**src/rtl/lsu_bridge_pkg.sv**
```systemverilog
// Shared types and constants for the LSU peripheral bridge.
// Holds the FSM state enum, the sentinel words and the region decode.
package lsu_bridge_pkg;

    typedef enum logic [1:0] {
        ST_IDLE = 2'd0,
        ST_REQ  = 2'd1,
        ST_DONE = 2'd2
    } state_t;

    localparam logic [31:0] IDLE_WORD    = 32'hdeadbeef;
    localparam logic [31:0] TIMEOUT_WORD = 32'hbabecafe;

    // Any non-zero byte in addr[15:8] selects the peripheral region.
    function automatic logic region_is_periph(input logic [7:0] region);
        return region != 8'h00;
    endfunction

endpackage

```
**src/rtl/lsu_periph_bridge_if.sv**
```systemverilog
// LSU-side and peripheral-side signal bundle for lsu_periph_bridge.
// master = the bridge itself, slave = the LSU/peripheral environment.
interface lsu_periph_bridge_if;

    logic [31:0] addr;
    logic [31:0] wdata;
    logic        rd_en;
    logic        wr_en;
    logic [3:0]  strb;
    logic        stall;
    logic        dmem_wr;
    logic [31:0] to_lsu;
    logic        p_req;
    logic        p_we;
    logic [31:0] p_addr;
    logic [31:0] p_wdata;
    logic [3:0]  p_strb;
    logic        p_ack;
    logic [31:0] p_rdata;
    logic        p_err;

    modport master (
        input  addr, wdata, rd_en, wr_en, strb, p_ack, p_rdata,
        output stall, dmem_wr, to_lsu, p_req, p_we,
        output p_addr, p_wdata, p_strb, p_err
    );

    modport slave (
        output addr, wdata, rd_en, wr_en, strb, p_ack, p_rdata,
        input  stall, dmem_wr, to_lsu, p_req, p_we,
        input  p_addr, p_wdata, p_strb, p_err
    );

endinterface

```
**src/rtl/periph_timeout_ctr.sv**
```systemverilog
// Wait counter for a pending peripheral request.
// expired is asserted while enabled with the count at LIMIT-1.
module periph_timeout_ctr #(
    parameter int LIMIT = 16
) (
    input  logic clk,
    input  logic rst,
    input  logic clear,
    input  logic enable,
    output logic expired
);

    logic [7:0] r_cnt;

    // Count REQ cycles; restarts from zero whenever the request ends.
    always_ff @(posedge clk) begin
        if (rst || clear) begin
            r_cnt <= '0;
        end else if (enable) begin
            r_cnt <= r_cnt + 8'd1;
        end
    end

    assign expired = enable && (r_cnt == 8'(LIMIT - 1));

endmodule

```
**src/rtl/lsu_periph_bridge.sv**
```systemverilog
// Bridge from the LSU to a simple req/ack peripheral bus.
// Optional timeout abort is built only with PERIPH_TIMEOUT_EN defined.
module lsu_periph_bridge
    import lsu_bridge_pkg::*;
#(
    parameter int TIMEOUT_CYCLES = 16
) (
    input  logic                 clk,
    input  logic                 rst,
    lsu_periph_bridge_if.master  bus
);

    state_t      r_state;
    logic        r_p_req;
    logic        r_p_we;
    logic [31:0] r_p_addr;
    logic [31:0] r_p_wdata;
    logic [3:0]  r_p_strb;
    logic [31:0] r_to_lsu;

    logic        w_periph;
    logic        w_access;
    logic        w_timeout;

    assign w_periph = region_is_periph(bus.addr[15:8]);
    assign w_access = w_periph && (bus.rd_en || bus.wr_en);

`ifdef PERIPH_TIMEOUT_EN
    logic w_in_req;
    logic w_expired;
    logic r_p_err;

    assign w_in_req = (r_state == ST_REQ);

    periph_timeout_ctr #(
        .LIMIT   (TIMEOUT_CYCLES)
    ) u_timeout_ctr (
        .clk     (clk),
        .rst     (rst),
        .clear   (!w_in_req),
        .enable  (w_in_req),
        .expired (w_expired)
    );

    // An ack in the expiry cycle takes priority over the abort.
    assign w_timeout = w_expired && !bus.p_ack;

    // Sticky error flag, cleared only by reset.
    always_ff @(posedge clk) begin
        if (rst) begin
            r_p_err <= 1'b0;
        end else if (w_timeout) begin
            r_p_err <= 1'b1;
        end
    end

    assign bus.p_err = r_p_err;
`else
    assign w_timeout = 1'b0;
    assign bus.p_err = 1'b0;
`endif

    // Request FSM: latch access in IDLE, hold bus in REQ, one result cycle in DONE.
    always_ff @(posedge clk) begin
        if (rst) begin
            r_state   <= ST_IDLE;
            r_p_req   <= 1'b0;
            r_p_we    <= 1'b0;
            r_p_addr  <= '0;
            r_p_wdata <= '0;
            r_p_strb  <= '0;
            r_to_lsu  <= IDLE_WORD;
        end else begin
            unique case (r_state)
                ST_IDLE: begin
                    if (w_access) begin
                        r_p_we    <= bus.wr_en;
                        r_p_addr  <= bus.addr;
                        r_p_wdata <= bus.wdata;
                        r_p_strb  <= bus.strb;
                        r_p_req   <= 1'b1;
                        r_state   <= ST_REQ;
                    end
                end
                ST_REQ: begin
                    if (bus.p_ack) begin
                        if (!r_p_we) begin
                            r_to_lsu <= bus.p_rdata;
                        end
                        r_p_req <= 1'b0;
                        r_state <= ST_DONE;
                    end else if (w_timeout) begin
                        r_to_lsu <= TIMEOUT_WORD;
                        r_p_req  <= 1'b0;
                        r_state  <= ST_DONE;
                    end
                end
                ST_DONE: begin
                    r_to_lsu <= IDLE_WORD;
                    r_state  <= ST_IDLE;
                end
                default: begin
                    r_p_req <= 1'b0;
                    r_state <= ST_IDLE;
                end
            endcase
        end
    end

    assign bus.stall   = ((r_state == ST_IDLE) && w_access)
                       || (r_state == ST_REQ);
    assign bus.dmem_wr = bus.wr_en && !w_periph;
    assign bus.to_lsu  = r_to_lsu;
    assign bus.p_req   = r_p_req;
    assign bus.p_we    = r_p_we;
    assign bus.p_addr  = r_p_addr;
    assign bus.p_wdata = r_p_wdata;
    assign bus.p_strb  = r_p_strb;

endmodule

```
**src/flat_wrapper.sv**
```systemverilog
// flat-port wrapper written by rule: the top's interface ports become plain ports
module lsu_periph_bridge_flat import lsu_bridge_pkg::*;
#(
    parameter int TIMEOUT_CYCLES = 16
)
  (clk, rst, bus_addr, bus_wdata, bus_rd_en, bus_wr_en, bus_strb, bus_p_ack, bus_p_rdata, bus_stall, bus_dmem_wr, bus_to_lsu, bus_p_req, bus_p_we, bus_p_addr, bus_p_wdata, bus_p_strb, bus_p_err);
  lsu_periph_bridge_if bus_i ();
  input  logic clk;
  input  logic rst;
  input wire logic [$bits(bus_i.addr)-1:0] bus_addr;
  input wire logic [$bits(bus_i.wdata)-1:0] bus_wdata;
  input wire logic [$bits(bus_i.rd_en)-1:0] bus_rd_en;
  input wire logic [$bits(bus_i.wr_en)-1:0] bus_wr_en;
  input wire logic [$bits(bus_i.strb)-1:0] bus_strb;
  input wire logic [$bits(bus_i.p_ack)-1:0] bus_p_ack;
  input wire logic [$bits(bus_i.p_rdata)-1:0] bus_p_rdata;
  output wire logic [$bits(bus_i.stall)-1:0] bus_stall;
  output wire logic [$bits(bus_i.dmem_wr)-1:0] bus_dmem_wr;
  output wire logic [$bits(bus_i.to_lsu)-1:0] bus_to_lsu;
  output wire logic [$bits(bus_i.p_req)-1:0] bus_p_req;
  output wire logic [$bits(bus_i.p_we)-1:0] bus_p_we;
  output wire logic [$bits(bus_i.p_addr)-1:0] bus_p_addr;
  output wire logic [$bits(bus_i.p_wdata)-1:0] bus_p_wdata;
  output wire logic [$bits(bus_i.p_strb)-1:0] bus_p_strb;
  output wire logic [$bits(bus_i.p_err)-1:0] bus_p_err;
  assign bus_i.addr = bus_addr;
  assign bus_i.wdata = bus_wdata;
  assign bus_i.rd_en = bus_rd_en;
  assign bus_i.wr_en = bus_wr_en;
  assign bus_i.strb = bus_strb;
  assign bus_i.p_ack = bus_p_ack;
  assign bus_i.p_rdata = bus_p_rdata;
  assign bus_stall = bus_i.stall;
  assign bus_dmem_wr = bus_i.dmem_wr;
  assign bus_to_lsu = bus_i.to_lsu;
  assign bus_p_req = bus_i.p_req;
  assign bus_p_we = bus_i.p_we;
  assign bus_p_addr = bus_i.p_addr;
  assign bus_p_wdata = bus_i.p_wdata;
  assign bus_p_strb = bus_i.p_strb;
  assign bus_p_err = bus_i.p_err;
  lsu_periph_bridge #(.TIMEOUT_CYCLES(TIMEOUT_CYCLES)) u_core (.clk(clk), .rst(rst), .bus(bus_i));
endmodule
```
**config.mk**
```make
export PLATFORM = sky130hd
export DESIGN_NAME = lsu_periph_bridge_flat
export DESIGN_NICKNAME = d
export VERILOG_FILES = /design/src/rtl/lsu_bridge_pkg.sv /design/src/rtl/lsu_periph_bridge_if.sv /design/src/rtl/periph_timeout_ctr.sv /design/src/rtl/lsu_periph_bridge.sv /design/src/flat_wrapper.sv
export SDC_FILE = /design/constraint.sdc
export NUM_CORES = 1
export LEC_CHECK = 0
export CAP_MARGIN = 20
export CORE_MARGIN = 10
export CORE_UTILIZATION = 44
export DETAILED_ROUTE_END_ITERATION = 7
export PLACE_DENSITY = 0.91
export SYNTH_ARGS = -nofsm -noshare
export SYNTH_HDL_FRONTEND = slang
export SYNTH_SLANG_ARGS = --single-unit
```
**constraint.sdc**
```tcl
create_clock -name clk -period 4.4 [get_ports clk]
set_input_delay 0.88 -clock clk [delete_from_list [all_inputs] [get_ports clk]]
set_output_delay 0.88 -clock clk [all_outputs]
set_load 0.005 [all_outputs]
```
* Yosys cells after proc, flatten, opt, wreduce, memory -nomap -nowiden
Index checks and enable logic that the tools add are counted.
Widths: inputs -> output; s select.
** Cells by class
- $add $sub $neg :: 0
- $mul :: 0
- Div/mod/pow operators :: 0
- Magnitude comparators :: 0
- Equality and inequality tests :: 5
- Shift-type cells :: 0
- Muxes and demuxes :: 9
- Bitwise logic cells :: 1
- Reduce and logical (&&, ||, !) cells :: 13
** Operator list (number)
- $mux 32 :: 2
- $pmux 32 s2 :: 1
- $reduce_bool 8->1 :: 1
- $reduce_and 3->1 :: 2
- $mux 2 :: 2
- $ne 2x2->1 const B :: 2
- $pmux 2 s2 :: 1
- $reduce_and 2->1 :: 2
- $logic_and 1x1->1 :: 3
- $pmux 1 s3 :: 1
- $eq 2x1->1 const B :: 1
- $eq 2x2->1 const B :: 1
- $logic_not 2->1 :: 1
- $logic_or 1x1->1 :: 2
- $mux 1 :: 2
- $ne 2x1->1 const B :: 1
- $reduce_bool 2->1 :: 1
- $logic_not 1->1 :: 1
- $not 1->1 :: 1
** Word-level totals
- Flip-flop bits (word level) :: 104
- Latch bits :: 0
- Bits in writable memories :: 0
- ROM bits :: 0
- Input bits :: 105
- Output and inout bits :: 105
- Word-level logic and storage cells :: 35
- Memories kept :: 0

* Logic depth before layout (Yosys ltp)
- Word-level depth :: 4
- Gate-level depth with buffers :: 6

* Worst setup path before layout
No wires, ideal clock.
- Kind :: input to output
- Start :: in bus_addr[8]
- End :: out bus_stall
- Arrival time :: 1.500 ns
- Required time :: 3.520 ns
- Setup slack :: 2.020 ns
- Stages :: 3
- Buffers on the path :: 0
- Cells stage by stage :: nor4_2 a2111o_1 nand2_1
** Between the ends
- Longest elaborated chain between the ends :: 4
** RTL lines
- start: declaration :: line flat_wrapper.sv:10 : input wire logic [$bits(bus_i.addr)-1:0] bus_addr;
- $reduce_bool 8->1 :: line lsu_bridge_pkg.sv:16 : return region != 8'h00;
- $logic_and 1x1->1 :: line lsu_periph_bridge.sv:26 : assign w_access = w_periph && (bus.rd_en || bus.wr_en);
- $logic_and 1x1->1 :: line lsu_periph_bridge.sv:110 : assign bus.stall = ((r_state == ST_IDLE) && w_access)
- $logic_or 1x1->1 :: line lsu_periph_bridge.sv:111 : || (r_state == ST_REQ);
- end: declaration :: line flat_wrapper.sv:17 : output wire logic [$bits(bus_i.stall)-1:0] bus_stall;
No other way between the ends.

* Worst setup path in the final report
Ends and elaborated chain as after synthesis.

==> impl_results.md <==
- Switching component of the power: 0.574 mW
- Vias in the first global route: 3,807
- Number of placed instances, taps included: 723
- Final WS setup: between 0.9 and 1 ns
- Bufs on Longest Clock Path: 2
- Switching part of the total: 0.261
- Highest cell delay on the worst timing path: 0.49 ns
- Routability Congestion: around 0.75
- Static power due to leakage: 2.57 nW
- Most numerous cell in the Yosys netlist: sky130_fd_sc_hd__nand2b_1
- DRC violations left: 0
- Clock Sink Count: 104
- Max VDD drop: 0.208 mV
- Crit. End Element: output port
- Internal Power: 1.63 mW
- Clock Latency Late Sink: 0.36 ns
- Initial drt markers: 160
- First-pass GRT wire length: 20.2 mm
- Final number of hold-violating endpoints: 0
- Port Buffer Count: around 210
- Worst setup path class: in2out
- Post-synth ARST share: 0
- Transition time at the pin with the least slew margin: 0.915 ns
- Antenna violations before repair: 0
- Total global-route track usage: 0.172
- Max-slew violation count: 0
- Layout Cells excl Fill: about 740
- Hold WS: 0.474 ns
- CORE AREA: 9730 um2
- Number of cell rows: 36
- Number of gates given a new drive strength after cts: 0
- Total negative slack: 0 ns
- Clock Tree Root: sky130_fd_sc_hd__clkbuf_8
- Tmin final: ~3.5 ns
- Average wire per standard cell: around 17 um
- Syn Inst Count: 415
- Number of antenna cells inserted: 0
- Top cells by area in the synthesized netlist: sky130_fd_sc_hd__dfxtp_1 48%, sky130_fd_sc_hd__nand2b_1 20%, sky130_fd_sc_hd__mux2i_1 16%
- Detail Placement HPWL: 9.76 mm
- Max transition margin: 0.390
- CP max stage cell: sky130_fd_sc_hd__nor4_2
- Unrepaired setup endpoints after global routing: false
- Critical Path Source Type: input port
- Worst slack at placement: between 0.9 and 1 ns
- Clock slew seen by the registers of the worst setup and hold paths: 0.09 ns
- Number of clock buffers inserted by TritonCTS: 9
- Status: complete, no violations
- Share of Yosys cell area claimed by the top area cell type: 0.478
- Synthesis warning total: 0
- Finish-stage setup viols: 0
- Period utilization: 0.792
- Post-DRT Antenna Nets: 0
- Clock share of power: 0.279
- Clock tree from TritonCTS: built
- Post-synthesis register bit count: approximately 100
- Hold crit path type: reg2reg
- Max-cap violation count: 0
- Total power consumption of the routed design: 2.20 mW
- CTS H-tree depth: 3
- Cell type with the largest total area after synthesis: sky130_fd_sc_hd__dfxtp_1
- Post-synth cell types: 25
- Fraction of the core area covered by cells at the end of the flow: 0.684
- Number of enable flip-flop cells after synthesis: 0
- Net total in the final layout: 706
- Netlist area before placement: 4360 um2
- Hold Buf Count CTS: 0
- Die Area: 14,300 um2
- Filler cells: 757
- Number of I/O pins: 210
- Most instantiated flip-flop cell in the synthesis netlist: sky130_fd_sc_hd__dfxtp_1
- Kind of cell with the highest combined delay on the critical path: buffers and inverters
- Maximum clock skew at final layout: around 0.016 ns
- Area added between synthesis and finish: 52.7%
- Portion of total power attributed to sequential cells: 0.488
- Post-layout instance area: around 6700 um2
- Starting density of the core: 0.448
- Mean instance size in the synthesized netlist: between 10 and 15 um2
- Top achievable clock speed: 0.287 GHz
- Power density relative to cell area: 331 nW/um2
- Post-placement cell area: between 6000 and 7000 um2
- Post-CTS setup buffers: 0
- Sequential-to-total area share from yosys stat: 0.478
- Overall die height: 120 um
- CP Data Arrival Time: 2.60 ns
- Total gr overflow: 0
- Cell repeated most along the worst path: sky130_fd_sc_hd__clkdlybuf4s50_1
- Total via count after detailed routing: 3,601
- Gate power share: 0.232
- Buf+Inv Stages, Crit Path: 2
- Horizontal extent of the die: 120 um
- Critical path peak fanout: 3
- Fraction of final layout cells with drive strength greater than 1: 0.0413
- Critical path cell sequence: clkdlybuf4s50_1 -> nor4_2 -> a2111o_1 -> nand2_1 -> clkdlybuf4s50_1
- Required @ worst endpoint: around 3.5 ns
- Wire length after detailed routing: 12.8 mm
- Detailed-route vias per instance: 4.87
- Pin count of the biggest net entering global routing: 92
- TritonRoute pass-1 iters: 6
- Most common library cells after synthesis: 141 x sky130_fd_sc_hd__nand2b_1, 104 x sky130_fd_sc_hd__dfxtp_1, 69 x sky130_fd_sc_hd__mux2i_1
- Post-Syn Nets: 520
-- layer usage --
metal,GRT usage,part of all wire,up-vias,wire [um]
met3,0.0745,0.099,16,1270
met2,0.292,0.49,135,6250
met5,0,0,-,0
met1,0.188,0.39,1675,5050
li1,-,-,1775,-
met4,0.0566,0.018,0,230
-- logic make-up after synthesis --
group,after synthesis,synth area share
AO/OA/AOI/OAI,37,0.0738
buffers and inverters,36,0.0488
flip-flops,104,0.478
multiplexers,69,0.158
other,1,0.000861
AND/OR/NAND/NOR,168,0.240
-- cell usage in the layout (no fill, tap or decap), types with 2 or more instances in the layout --
| master | count |
|---|---|
| sky130_fd_sc_hd__dfxtp_1 | 104 |
| sky130_fd_sc_hd__a21oi_1 | 10 |
| sky130_fd_sc_hd__mux2i_1 | 69 |
| sky130_fd_sc_hd__clkinv_4 | 2 |
| sky130_fd_sc_hd__nand3_1 | 8 |
| sky130_fd_sc_hd__clkdlybuf4s50_1 | 207 |
| sky130_fd_sc_hd__clkbuf_8 | 9 |
| sky130_fd_sc_hd__nand2b_1 | 141 |
| sky130_fd_sc_hd__nand2_1 | 10 |
| sky130_fd_sc_hd__inv_8 | 2 |
| sky130_fd_sc_hd__buf_4 | 2 |
| sky130_fd_sc_hd__a221o_1 | 24 |
-- cell type report --
| class | count | area (um2) | share of cell area |
|---|---|---|---|
| multi-input combinational | 275 | 2090 | 0.314 |
| sequential | 104 | 2080 | 0.313 |
| clock buffer | 10 | 128 | 0.0192 |
| timing repair buffer | 211 | 2110 | 0.317 |
| clock inverter | 6 | 77.6 | 0.0117 |
| tap | 133 | 166 | 0.0250 |
-- registers in the layout, indices dropped and copies added, names as in the netlist --
signal,count
u_core.bus.p_addr,32
u_core.bus.p_req,1
u_core.bus.p_strb,4
u_core.bus.p_wdata,32
u_core.bus.p_we,1
u_core.bus.to_lsu,32
u_core.r_state,2
-- path summary, 6_finish.rpt --
kind,slack (ns),depth (start not counted),to,start
setup / recovery,0.92,5,bus_stall,bus_addr[8]
hold / removal,0.47,2,u_core.bus.p_addr[25]$_SDFFE_PP0P_,u_core.bus.p_addr[25]$_SDFFE_PP0P_
setup reg to reg,2.38,3,u_core.bus.to_lsu[9]$_SDFFE_PP1P_,u_core.r_state[0]$_SDFFE_PP0P_
hold reg to reg,0.47,2,u_core.bus.p_addr[25]$_SDFFE_PP0P_,u_core.bus.p_addr[25]$_SDFFE_PP0P_
-- worst reg2reg max path, cell delays in order, from the launching register on --
cell                       delay, ns
sky130_fd_sc_hd__dfxtp_1        0.51
sky130_fd_sc_hd__nand2b_1       0.38
sky130_fd_sc_hd__nand2b_1       0.56
sky130_fd_sc_hd__a221o_1        0.46
-- power by group through the flow --
stage	Clock, mW	Combinational, mW	Sequential [mW]
2_1_floorplan	0	0.213	1.10
3_3_place_gp	0	0.506	1.09
3_5_place_dp	0	0.517	1.10
4_1_cts	0.627	0.520	1.08
5_1_grt	0.669	0.551	1.09
6_report	0.615	0.512	1.08
(Power assumes the default switching activity.)
